==> config.mk <==
export PLATFORM = sky130hd
export DESIGN_NAME = jk_reg_sequencer
export DESIGN_NICKNAME = d
export VERILOG_FILES = /design/src/rtl/jk_reg_sequencer.sv
export SDC_FILE = /design/constraint.sdc
export NUM_CORES = 1
export LEC_CHECK = 0
export ABC_AREA = 1
export BUFFER_PORTS_ARGS = -buffer_cell sky130_fd_sc_hd__buf_4
export CORE_MARGIN = 1
export CORE_UTILIZATION = 55
export DETAILED_ROUTE_END_ITERATION = 10
export GPL_ROUTABILITY_DRIVEN = 0
export PLACE_DENSITY = 0.81
export REMOVE_ABC_BUFFERS = 1
export SYNTH_ARGS = -nofsm -noshare
export SYNTH_HDL_FRONTEND = slang
export SYNTH_SLANG_ARGS = --single-unit
export TNS_END_PERCENT = 20
==> constraint.sdc <==
create_clock -name clk -period 4 [get_ports clk]
set_input_delay 0.2 -clock clk [delete_from_list [all_inputs] [get_ports clk]]
set_output_delay 0.2 -clock clk [all_outputs]
set_load 0.05 [all_outputs]
==> src/rtl/jk_reg_sequencer.sv <==
// Command-driven sequencer over a bank of JK flip-flops: single-edge clear/set/toggle/load ops
// and multi-step synchronous counting. Define JKSEQ_SAT_EN to make counting saturate instead of wrap.
module jk_reg_sequencer #(
    parameter int WIDTH = 4
) (
    input  logic             clk,
    input  logic             rst,
    input  logic             en,
    input  logic             cmd_valid,
    output logic             cmd_ready,
    input  logic [2:0]       cmd_op,
    input  logic [WIDTH-1:0] cmd_data,
    input  logic [3:0]       cmd_cnt,
    output logic [WIDTH-1:0] q,
    output logic             busy,
    output logic             done,
    output logic [1:0]       state_dbg
);

    // Handshake: a command transfers on a rising edge where cmd_valid, cmd_ready and en are all 1;
    // cmd_ready is high only in IDLE, and a request made while busy is neither taken nor queued.

    localparam logic [2:0] OP_CLR  = 3'd1;
    localparam logic [2:0] OP_SET  = 3'd2;
    localparam logic [2:0] OP_TOG  = 3'd3;
    localparam logic [2:0] OP_LOAD = 3'd4;
    localparam logic [2:0] OP_UP   = 3'd5;
    localparam logic [2:0] OP_DN   = 3'd6;

    typedef enum logic [1:0] {IDLE, EXEC, COUNT, DONE} state_t;

    state_t           state, next_state;
    logic [2:0]       op_r;
    logic [WIDTH-1:0] data_r;
    logic [3:0]       cnt_r, cnt_next;
    logic [WIDTH-1:0] j, k;
    logic [WIDTH-1:0] tog_up, tog_dn;
    logic             accept;

    assign cmd_ready = (state == IDLE);
    assign busy      = (state != IDLE);
    assign done      = (state == DONE);
    assign state_dbg = state;
    assign accept    = cmd_valid & cmd_ready & en;

    // Synchronous-counter toggle enables: bit i flips when all lower bits are 1 (up) or 0 (down).
    always_comb begin
        logic all_one, all_zero;
        tog_up   = '0;
        tog_dn   = '0;
        all_one  = 1'b1;
        all_zero = 1'b1;
        for (int i = 0; i < WIDTH; i++) begin
            tog_up[i] = all_one;
            tog_dn[i] = all_zero;
            all_one   = all_one & q[i];
            all_zero  = all_zero & ~q[i];
        end
    end

    always_comb begin
        next_state = state;
        j          = '0;
        k          = '0;
        cnt_next   = cnt_r;
        case (state)
            IDLE: begin
                if (accept)
                    next_state = (cmd_op == OP_UP || cmd_op == OP_DN) ? COUNT : EXEC;
            end
            EXEC: begin
                next_state = DONE;
                case (op_r)
                    OP_CLR:  k = '1;
                    OP_SET:  j = '1;
                    OP_TOG:  begin j = data_r; k = data_r;  end
                    OP_LOAD: begin j = data_r; k = ~data_r; end
                    default: ;
                endcase
            end
            COUNT: begin
                if (cnt_r == 4'd0) begin
                    next_state = DONE;
                end else begin
                    cnt_next = cnt_r - 4'd1;
                    if (cnt_r == 4'd1)
                        next_state = DONE;
`ifdef JKSEQ_SAT_EN
                    // Once pinned at the limit, the remaining steps hold q.
                    if (op_r == OP_UP && !(&q)) begin
                        j = tog_up; k = tog_up;
                    end else if (op_r == OP_DN && (|q)) begin
                        j = tog_dn; k = tog_dn;
                    end
`else
                    if (op_r == OP_UP) begin
                        j = tog_up; k = tog_up;
                    end else begin
                        j = tog_dn; k = tog_dn;
                    end
`endif
                end
            end
            DONE:    next_state = IDLE;
            default: next_state = IDLE;
        endcase
    end

    always_ff @(posedge clk or negedge rst) begin
        if (!rst) begin
            state  <= IDLE;
            op_r   <= '0;
            data_r <= '0;
            cnt_r  <= '0;
            q      <= '0;
        end else if (en) begin
            state <= next_state;
            q     <= (j & ~q) | (~k & q);
            if (accept) begin
                op_r   <= cmd_op;
                data_r <= cmd_data;
                cnt_r  <= cmd_cnt;
            end else begin
                cnt_r  <= cnt_next;
            end
        end
    end

endmodule

-- Yosys cells after proc, flatten, opt, wreduce, memory -nomap -nowiden
Index checks and enable logic that the tools add are counted.
- flip-flop bits (word level): 17
- logic and storage cells: 58
- input bits: 15
- bitwise logic cells: 15
- reduce and logical (&&, ||, !) cells: 9
- equality and inequality tests: 14
- add/subtract/negate cells: 1
- mux-type cells: 14
- operator list (kind ; number):
    4-bit case mux with 2 select lines ; 3
    4-bit 2-to-1 mux ; 5
    3-bit equality test (second input constant) ; 4
    4-bit NOT ; 3
    4-bit case mux with 3 select lines ; 1
    4-bit AND ; 2
    2-bit 2-to-1 mux ; 4
    2-bit case mux with 4 select lines ; 1
    1-bit AND ; 6
    3-bit by 2-bit equality test with 1-bit output (second input constant) ; 2
    3-bit AND reduction ; 2
    2-bit equality test (second input constant) ; 2
    4-bit by 1-bit equality test with 1-bit output (second input constant) ; 1
    4-bit zero test ; 1
    4-bit OR ; 1
    2-bit nonzero test ; 2
    4-bit by 1-bit subtractor with 4-bit output (second input constant) ; 1
    3-bit by 1-bit equality test with 1-bit output (second input constant) ; 1
    3-bit != test (second input constant) ; 1
    1-bit NOT ; 3
    2-bit by 1-bit equality test with 1-bit output (second input constant) ; 1
    2-bit zero test ; 1
    2-bit by 1-bit != test with 1-bit output (second input constant) ; 1
    2-bit != test (second input constant) ; 1
    3 further kinds ; 3

-- Logic depth before layout (Yosys ltp)
Gate-level depths: netlist of the first run.
- depth in word-level cells: 9
- mapped depth: 9
- depth with buffers taken out: 9

-- Worst setup path after synthesis of the first run
OpenSTA, ideal clock, no wires.
- kind: flip-flop to flip-flop
- start: register state[0], in the netlist state_dbg[0]
- end: register state[0], in the netlist state_dbg[0]
- path slack: 1773 ps
- path buffers: 0
- stages on the path, launching flop included: 8
- arrival time: 2097 ps
- cell sequence: dfrtp_1 > inv_1 > ha_1 > inv_1 > o21ai_0 > a21oi_1 > nand2_1 > o21ai_0
- longest elaborated chain between the ends: 5
- elaborated cells between the ends (all ways): 10
- classes of those cells: eq/ne (5); mux (1); bitwise (2); reduce/logical (2)
- ends and longest elaborated chain (element ; RTL line ; source):
    start: declaration ; 32 ; state_t state, next_state;
    start signal: assignment ; 117 ; state <= next_state;
    2-bit zero test * ; 40 ; assign cmd_ready = (state == IDLE);
    net cmd_ready ; 10 ; output logic cmd_ready,
    1-bit AND (2 in a row) ; 44 ; assign accept = cmd_valid & cmd_ready & en;
    2-bit by 1-bit != test with 1-bit output (no line) ; -- ;
    3-bit AND reduction (no line) ; -- ;
Mark *: on every way through the listed nets, which the timed path passes. The rest lies on a longest branch.
A chain may end at the register's enable or synchronous reset.

-- Worst setup path in the final report of the first run
- start: register state[0], in the netlist state_dbg[0]
- end: register cnt_r[0]
- longest elaborated chain between the ends: 5
- elaborated cells between the ends (all ways): 8
- classes of those cells: eq/ne (2); mux (1); bitwise (2); reduce/logical (3)
- ends and longest elaborated chain (element ; RTL line ; source):
    2-bit zero test ; 40 ;
    1-bit AND (2 in a row) ; 44 ;
    2-bit != test (no line) or 2-bit nonzero test (tied branches) ; -- ;
    3-bit AND reduction (no line) ; -- ;
    end signal: assignment ; 122 ; cnt_r <= cmd_cnt;
    end signal: assignment ; 124 ; cnt_r <= cnt_next;
    end: declaration ; 35 ; logic [3:0] cnt_r, cnt_next;
Several ways; a longest one is shown, not always the timed one.

==> impl_metrics.ini, run 1 <==
[cells_and_area]
area.sequential_sq_um = 425
fin_cells = 235
diodes = 0
design_area_sq_um = 1450
nNetsFinal = 231
multi_input_area_sq_um = 707
num-fill-cells = 176
area_growth_pct = 17.8
layout-drive-gt1-share_pct = 17.3

[timing]
min_period_ns = 1.63
rsz0062_at_grt = false
tightest_slew_ns = 0.383
max-slew-margin-rel_pct = 74.5
setup_viol = 0
hold_violations = 0
drv_slew = 0
finalWorstSetupSlack_ns = 2.37
post-route-period-util_pct = 40.7
max_freq_mhz = 614
fin_tns_setup_ns = 0
fin_skew_ns = 0.00278

[critical_path]
slowest_delay_ns = 0.43
path_cells = inv_1 -> ha_1 -> nand3_2 -> inv_2 -> nand2_1 -> o21ai_0 -> nand2_1 -> o21ai_1
critPathKind = flip-flop to flip-flop
r2r_setup_slack_ns = 2.37
critical_path_required_ns = 4.21
end_kind = flip-flop
critPathMaxFanout = 17
crit_path_top_delay_cell = dfrtp_1
path_common_cell = nand2_1
start_kind = flip-flop
worstPathArrival_ns = 1.84

[floorplanning]
die_h_microns = 49.2
core-area_sq_um = 2020
die_x_microns = 49.2
die_area_sq_um = 2420
start_util_pct = 60.7
rows = 16
ios = 24

[synthesis]
yosys_most_used_dff = dfrtp_1
syn_inst = 183
synthArstFlopShare_pct = 100
postSynthAreaPerCell_sq_um = 6.71
synth-seq-cells = 17
ys_seq_area_share_pct = 34.7
syn_area_sq_um = 1230
yosysWarnings = 0
ys_types = 22
synth_edf_count = 0

[drt]
drt-pass1-iter-count = 4
drc_errors = 0
antenna_left = 0
viasPerCell = 5.17
vias = 1214
wl_microns = 2630
route.detailed.wl_per_inst_microns = 11.2
drt-initial-drc-count = 29

[global_routing]
grt_max_degree = 18
gr-total-overflow = 0
grt_pass1_vias = 1100
grt_first_pass_wirelength_microns = 4510
grtUsageTotal_pct = 24.0
antenna_found_initial = 0

[pwr]
vdd_drop_max_mv = 0.591
leakagePower_nw = 0.804
power_mw = 1.19
power_density_nw_per_um2 = 825

[clock_network]
clock_sinks = 17
clock_latency_ns = 0.28
postCtsSetupRepairBufs = 0
clockBufferDepth = 2
cts-htree-levels = 1
cts_root_buffer = clkbuf_4
cts_tree = built
cts_made_buffers = 3
clk_pin_slew_ns = 0.10

[min_path]
hp-class = input pin to flip-flop

[placed_design]
port_buffers = 23
dp.cells = 230
place_ws_ns = 2.40
postPlaceCellArea_sq_um = 1410
dp_hpwl_microns = 2100

[status]
run_status = completed

[flow_run]
maxCapViolations = 0
==> sequential cells by signal, summed over array words and instances (netlist names) <==
signal	flops
cnt_r	4
data_r	4
op_r	3
q	4
state_dbg	2
==> per-stage QoR <==
step	util [%]	hold WS, ns
floorplan	-	-0.0956
global placement	69.7	0.0754
detailed placement	69.7	0.0778
CTS	71.5	0.107
global route	71.5	0.0952
finish	71.5	0.112
==> cells in the final DEF (no fill, tap or decap), drive strengths merged <==
master and n:
a21boi 1, a21oi 1, a22oi 1, a31oi 1, buf 23, clkbuf 4
dfrtp 17, dlygate4sd3 1, ha 7, inv 19, nand2 82, nand3 17
nand3b 2, nand4 2, nor2 11, o21ai 19
==> where the power goes <==
group	total, mW	internal [mW]	switching, mW	leakage (nW)
combinational	0.746	0.248	0.498	0.580
sequential	0.356	0.252	0.104	0.209
clock	0.0910	0.0387	0.0524	0.0150
==> logic make-up after synthesis <==
logic type / count (synthesis) / share of synthesized area (%)
simple gates: 114 / 39.7
compound gates: 23 / 10.8
buf+inv: 22 / 7.75
flops: 17 / 34.7
fa+ha+maj: 7 / 7.14
==> metal layers <==
metal  vias up  track usage, %  wire length, microns
met3         2            3.74                    88
met2        28            43.6                  1360
met5         -               0                     0
met1       557            29.1                  1170
met4         0            5.88                    12
li1        627               -                     -
==> final cells by class <==
cell class	instances	share of cell area, %
Multi-Input combinational cell	144	48.9
Inverter	19	4.93
Tap cell	27	2.34
Clock buffer	4	1.82
Timing Repair Buffer	24	12.6
Sequential cell	17	29.4
==> synth_stat cells (2+ instances only) <==
cell type | number | area share [%]
nand2_1 | 81 | 25
dfrtp_1 | 17 | 35
inv_1 | 16 | 4.9
nand3_1 | 15 | 6.1
o21ai_0 | 11 | 4.5
nor2_1 | 8 | 2.4
o21ai_1 | 8 | 3.3
ha_1 | 7 | 7.1
inv_2 | 3 | 0.92
nand3_2 | 2 | 1.6
nand3b_1 | 2 | 1.2
nand4_1 | 2 | 1.0
nor2_2 | 2 | 1.0
==> worst paths after layout <==
path | startpoint | endpoint | depth (start not counted)
worst max-delay path | state_dbg[0] | cnt_r[0] | 8
worst min-delay path | cmd_data[2] | data_r[2] | 3
worst max register to register | state_dbg[0] | cnt_r[0] | 8
worst min register to register | q[3] | q[3] | 2
max in group asynchronous | rst | q[3] | 2
min in group asynchronous | rst | cnt_r[3] | 2
==> critical path, delay by kind of cell (launching register included) <==
kind / cells / cell delay [ns]
buffers and inverters: 2 / 0.38
AO/OA/AOI/OAI: 2 / 0.16
AND/OR/NAND/NOR: 3 / 0.35
adder cells (fa/ha/maj): 1 / 0.24
flip-flops: 1 / 0.43
==> timing repair <==
| item | 4_1_cts | 5_1_grt |
|---|---|---|
| hold endpoints to repair | 17 | 0 |
| hold buffers | 1 | 0 |
| gates resized for setup | 0 | 0 |
Power figures use the tool's default switching activity.
==> run 2, diff against run 1 <==
--- a/config.mk
+++ b/config.mk
@@ -5,13 +5,13 @@
 export SDC_FILE = /design/constraint.sdc
 export NUM_CORES = 1
 export LEC_CHECK = 0
-export ABC_AREA = 1
+export ABC_AREA = 0
 export BUFFER_PORTS_ARGS = -buffer_cell sky130_fd_sc_hd__buf_4
 export CORE_MARGIN = 1
-export CORE_UTILIZATION = 55
+export CORE_UTILIZATION = 54
 export DETAILED_ROUTE_END_ITERATION = 10
 export GPL_ROUTABILITY_DRIVEN = 0
-export PLACE_DENSITY = 0.81
+export PLACE_DENSITY = 0.8
 export REMOVE_ABC_BUFFERS = 1
 export SYNTH_ARGS = -nofsm -noshare
 export SYNTH_HDL_FRONTEND = slang
==> constraint.sdc (replaced) <==
create_clock -name clk -period 1.65 [get_ports clk]
set_input_delay 0.0825 -clock clk [delete_from_list [all_inputs] [get_ports clk]]
set_output_delay 0.0825 -clock clk [all_outputs]
set_load 0.05 [all_outputs]
==> run 2 against run 1 <==
The run now ends with setup timing left. Clock power increased by 150%. Core utilization increased by 4.8 points. Largest cell class unchanged. Sequential share of layout area is 1.6 points lower. Highest routed layer unchanged. Flip-flop and latch count did not move. Critical path depth decreased by 2.
==> impl_metrics.ini, run 2 <==
[placed_design]
dp_hpwl_microns = 1960
port_buffers = 23

[critical_path]
critical_path_required_ns = 1.83
end_kind = flip-flop
worstPathArrival_ns = 1.86
critPathMaxFanout = 6
critPathKind = flip-flop to flip-flop
start_kind = flip-flop

[clock_network]
clockBufferDepth = 2
clock_sinks = 17
cts_tree = built
cts_root_buffer = clkbuf_4
cts_made_buffers = 3
cts-htree-levels = 1
clk_pin_slew_ns = 0.10
clock_latency_ns = 0.28

[cells_and_area]
utilization_pct = 76.4
num-fill-cells = 147
nNetsFinal = 179
final_cell_mix = 37 x buf_4, 17 x dfrtp_1, 8 x mux2_2
layout-drive-gt1-share_pct = 37.8
diodes = 0
area_growth_pct = 30.1
layout_commonest_cell = buf_4
reg.largest.list = cnt_r (4), data_r (4), q (4)

[synthesis]
ys_seq_area_share_pct = 36.2
postSynthAreaPerCell_sq_um = 9.96
synthArstFlopShare_pct = 100
ys_types = 38
syn_area_sq_um = 1170
syn_inst = 118
yosys_most_used_dff = dfrtp_1
synth_top_area_share_pct = 36.2
ys_top_cells_by_area = dfrtp_1 36%, mux2_2 8.6%, ha_1 7.5%
synth_edf_count = 0
synthTopCellsByCount = 17 x dfrtp_1, 9 x mux2_2, 7 x ha_1, 7 x inv_1, 6 x nand2b_1
yosysWarnings = 0
netlist.top_cell.by_area = dfrtp_1
yosysMostFrequentCell = dfrtp_1
synth-seq-cells = 17

[global_routing]
grt_first_pass_wirelength_microns = 4510
grtUsageTotal_pct = 24.7
antenna_found_initial = 0
gr-total-overflow = 0
grt_pass1_vias = 1011
grt_max_degree = 18

[timing]
drv_slew = 0
hold_slack_ns = 0.000956
rsz0062_at_grt = true
finalWorstSetupSlack_ns = -0.0325
tightest_slew_ns = 0.411
min_period_ns = 1.68
setup_viol = 1
fin_skew_ns = 0.000672
max-slew-margin-rel_pct = 72.6
post-route-period-util_pct = 102
hold_violations = 0
max_freq_mhz = 594

[flow_run]
maxCapViolations = 0

[drt]
top_layer = met4
drt-initial-drc-count = 25
dr_wl_met2_microns = 1250
viasPerCell = 5.50
met1_length_microns = 1170
drt-pass1-iter-count = 4
vias = 1006
wl_met3_microns = 89
drc_errors = 0
wl_microns = 2540
route.detailed.wl_per_inst_microns = 13.9
antenna_left = 0

[status]
run_status = finished, violations left
violations = setup timing

[floorplanning]
rows = 16
die_area_sq_um = 2370
die_x_microns = 48.6
die_h_microns = 48.6
ios = 24
core-area_sq_um = 2000
start_util_pct = 58.7

[pwr]
power_mw = 3.11
power_density_nw_per_um2 = 2040
leakagePower_nw = 0.695
vdd_drop_max_mv = 1.36

[min_path]
hp-class = input pin to flip-flop
run 2: power by group:
part,internal [mW],switching (mW)
Sequential,0.622,0.243
Combinational,0.943,1.08
Clock,0.0939,0.132
Total,1.66,1.45
run 2: worst paths after layout:
path / startpoint / to / slack, ns / cells past startpoint
hold reg to reg: q[3] / q[3] / 0.48 / 1
max in group asynchronous: rst / cnt_r[3] / 1.28 / 2
setup / recovery: cnt_r[1] / q[2] / -0.03 / 6
min in group asynchronous: rst / q[3] / 0.18 / 2
setup reg to reg: cnt_r[1] / q[2] / -0.03 / 6
hold / removal: cmd_cnt[1] / cnt_r[1] / 0.001 / 3
run 2: area by class of cell:
class	count	area (sq um)	area share [%]
sequential	17	425	27.8
inverter	7	26.3	1.72
clock buffer	4	26.3	1.72
timing repair buffer	38	288	18.8
tap	27	33.8	2.21
multi-input combinational	90	729	47.7
run 2: logic make-up (layout without fill, tap and decap cells):
| group | Yosys count | count (layout) | share of synthesized area, % |
|---|---|---|---|
| xor+xnor | 5 | 5 | 3.73 |
| simple gates | 39 | 39 | 19.5 |
| buf+inv | 11 | 49 | 4.26 |
| flops | 17 | 17 | 36.2 |
| compound gates | 25 | 25 | 15.5 |
| fa+ha+maj | 7 | 7 | 7.45 |
| mux | 14 | 14 | 13.3 |
run 2: through the flow:
step	area, sq um	std cells	setup WS (ns)	setup TNS (ns)
3_5_place_dp	1460	177	-0.140	-0.506
2_1_floorplan	1150	114	-0.767	-6.55
4_1_cts	1520	183	-0.00763	-0.00763
3_3_place_gp	1460	177	-0.0742	-0.165
6_report	1530	183	-0.0325	-0.0325
5_1_grt	1530	183	-0.0880	-0.328
run 2: what timing repair did:
action,4_1_cts,5_1_grt
endpoints found under the setup margin,9,10
hold buffers,1,0
hold endpoints to repair,17,0
gates resized for setup,7,3
pin swaps,3,2
buffers inserted,1,0
run 2: metal layers:
layer  GRT usage, %  up-vias
met5              0        -
met4           5.39        0
met3           4.72        6
met2           41.4       21
met1           32.9      478
li1               -      501
run 2: worst max-delay path, cell delays in order (launching register included):
cell and delay, ns:
dfrtp_1 0.40, inv_2 0.09, ha_4 0.13, or3b_4 0.42, nand4_1 0.16, o22ai_1 0.11, mux2_4 0.27
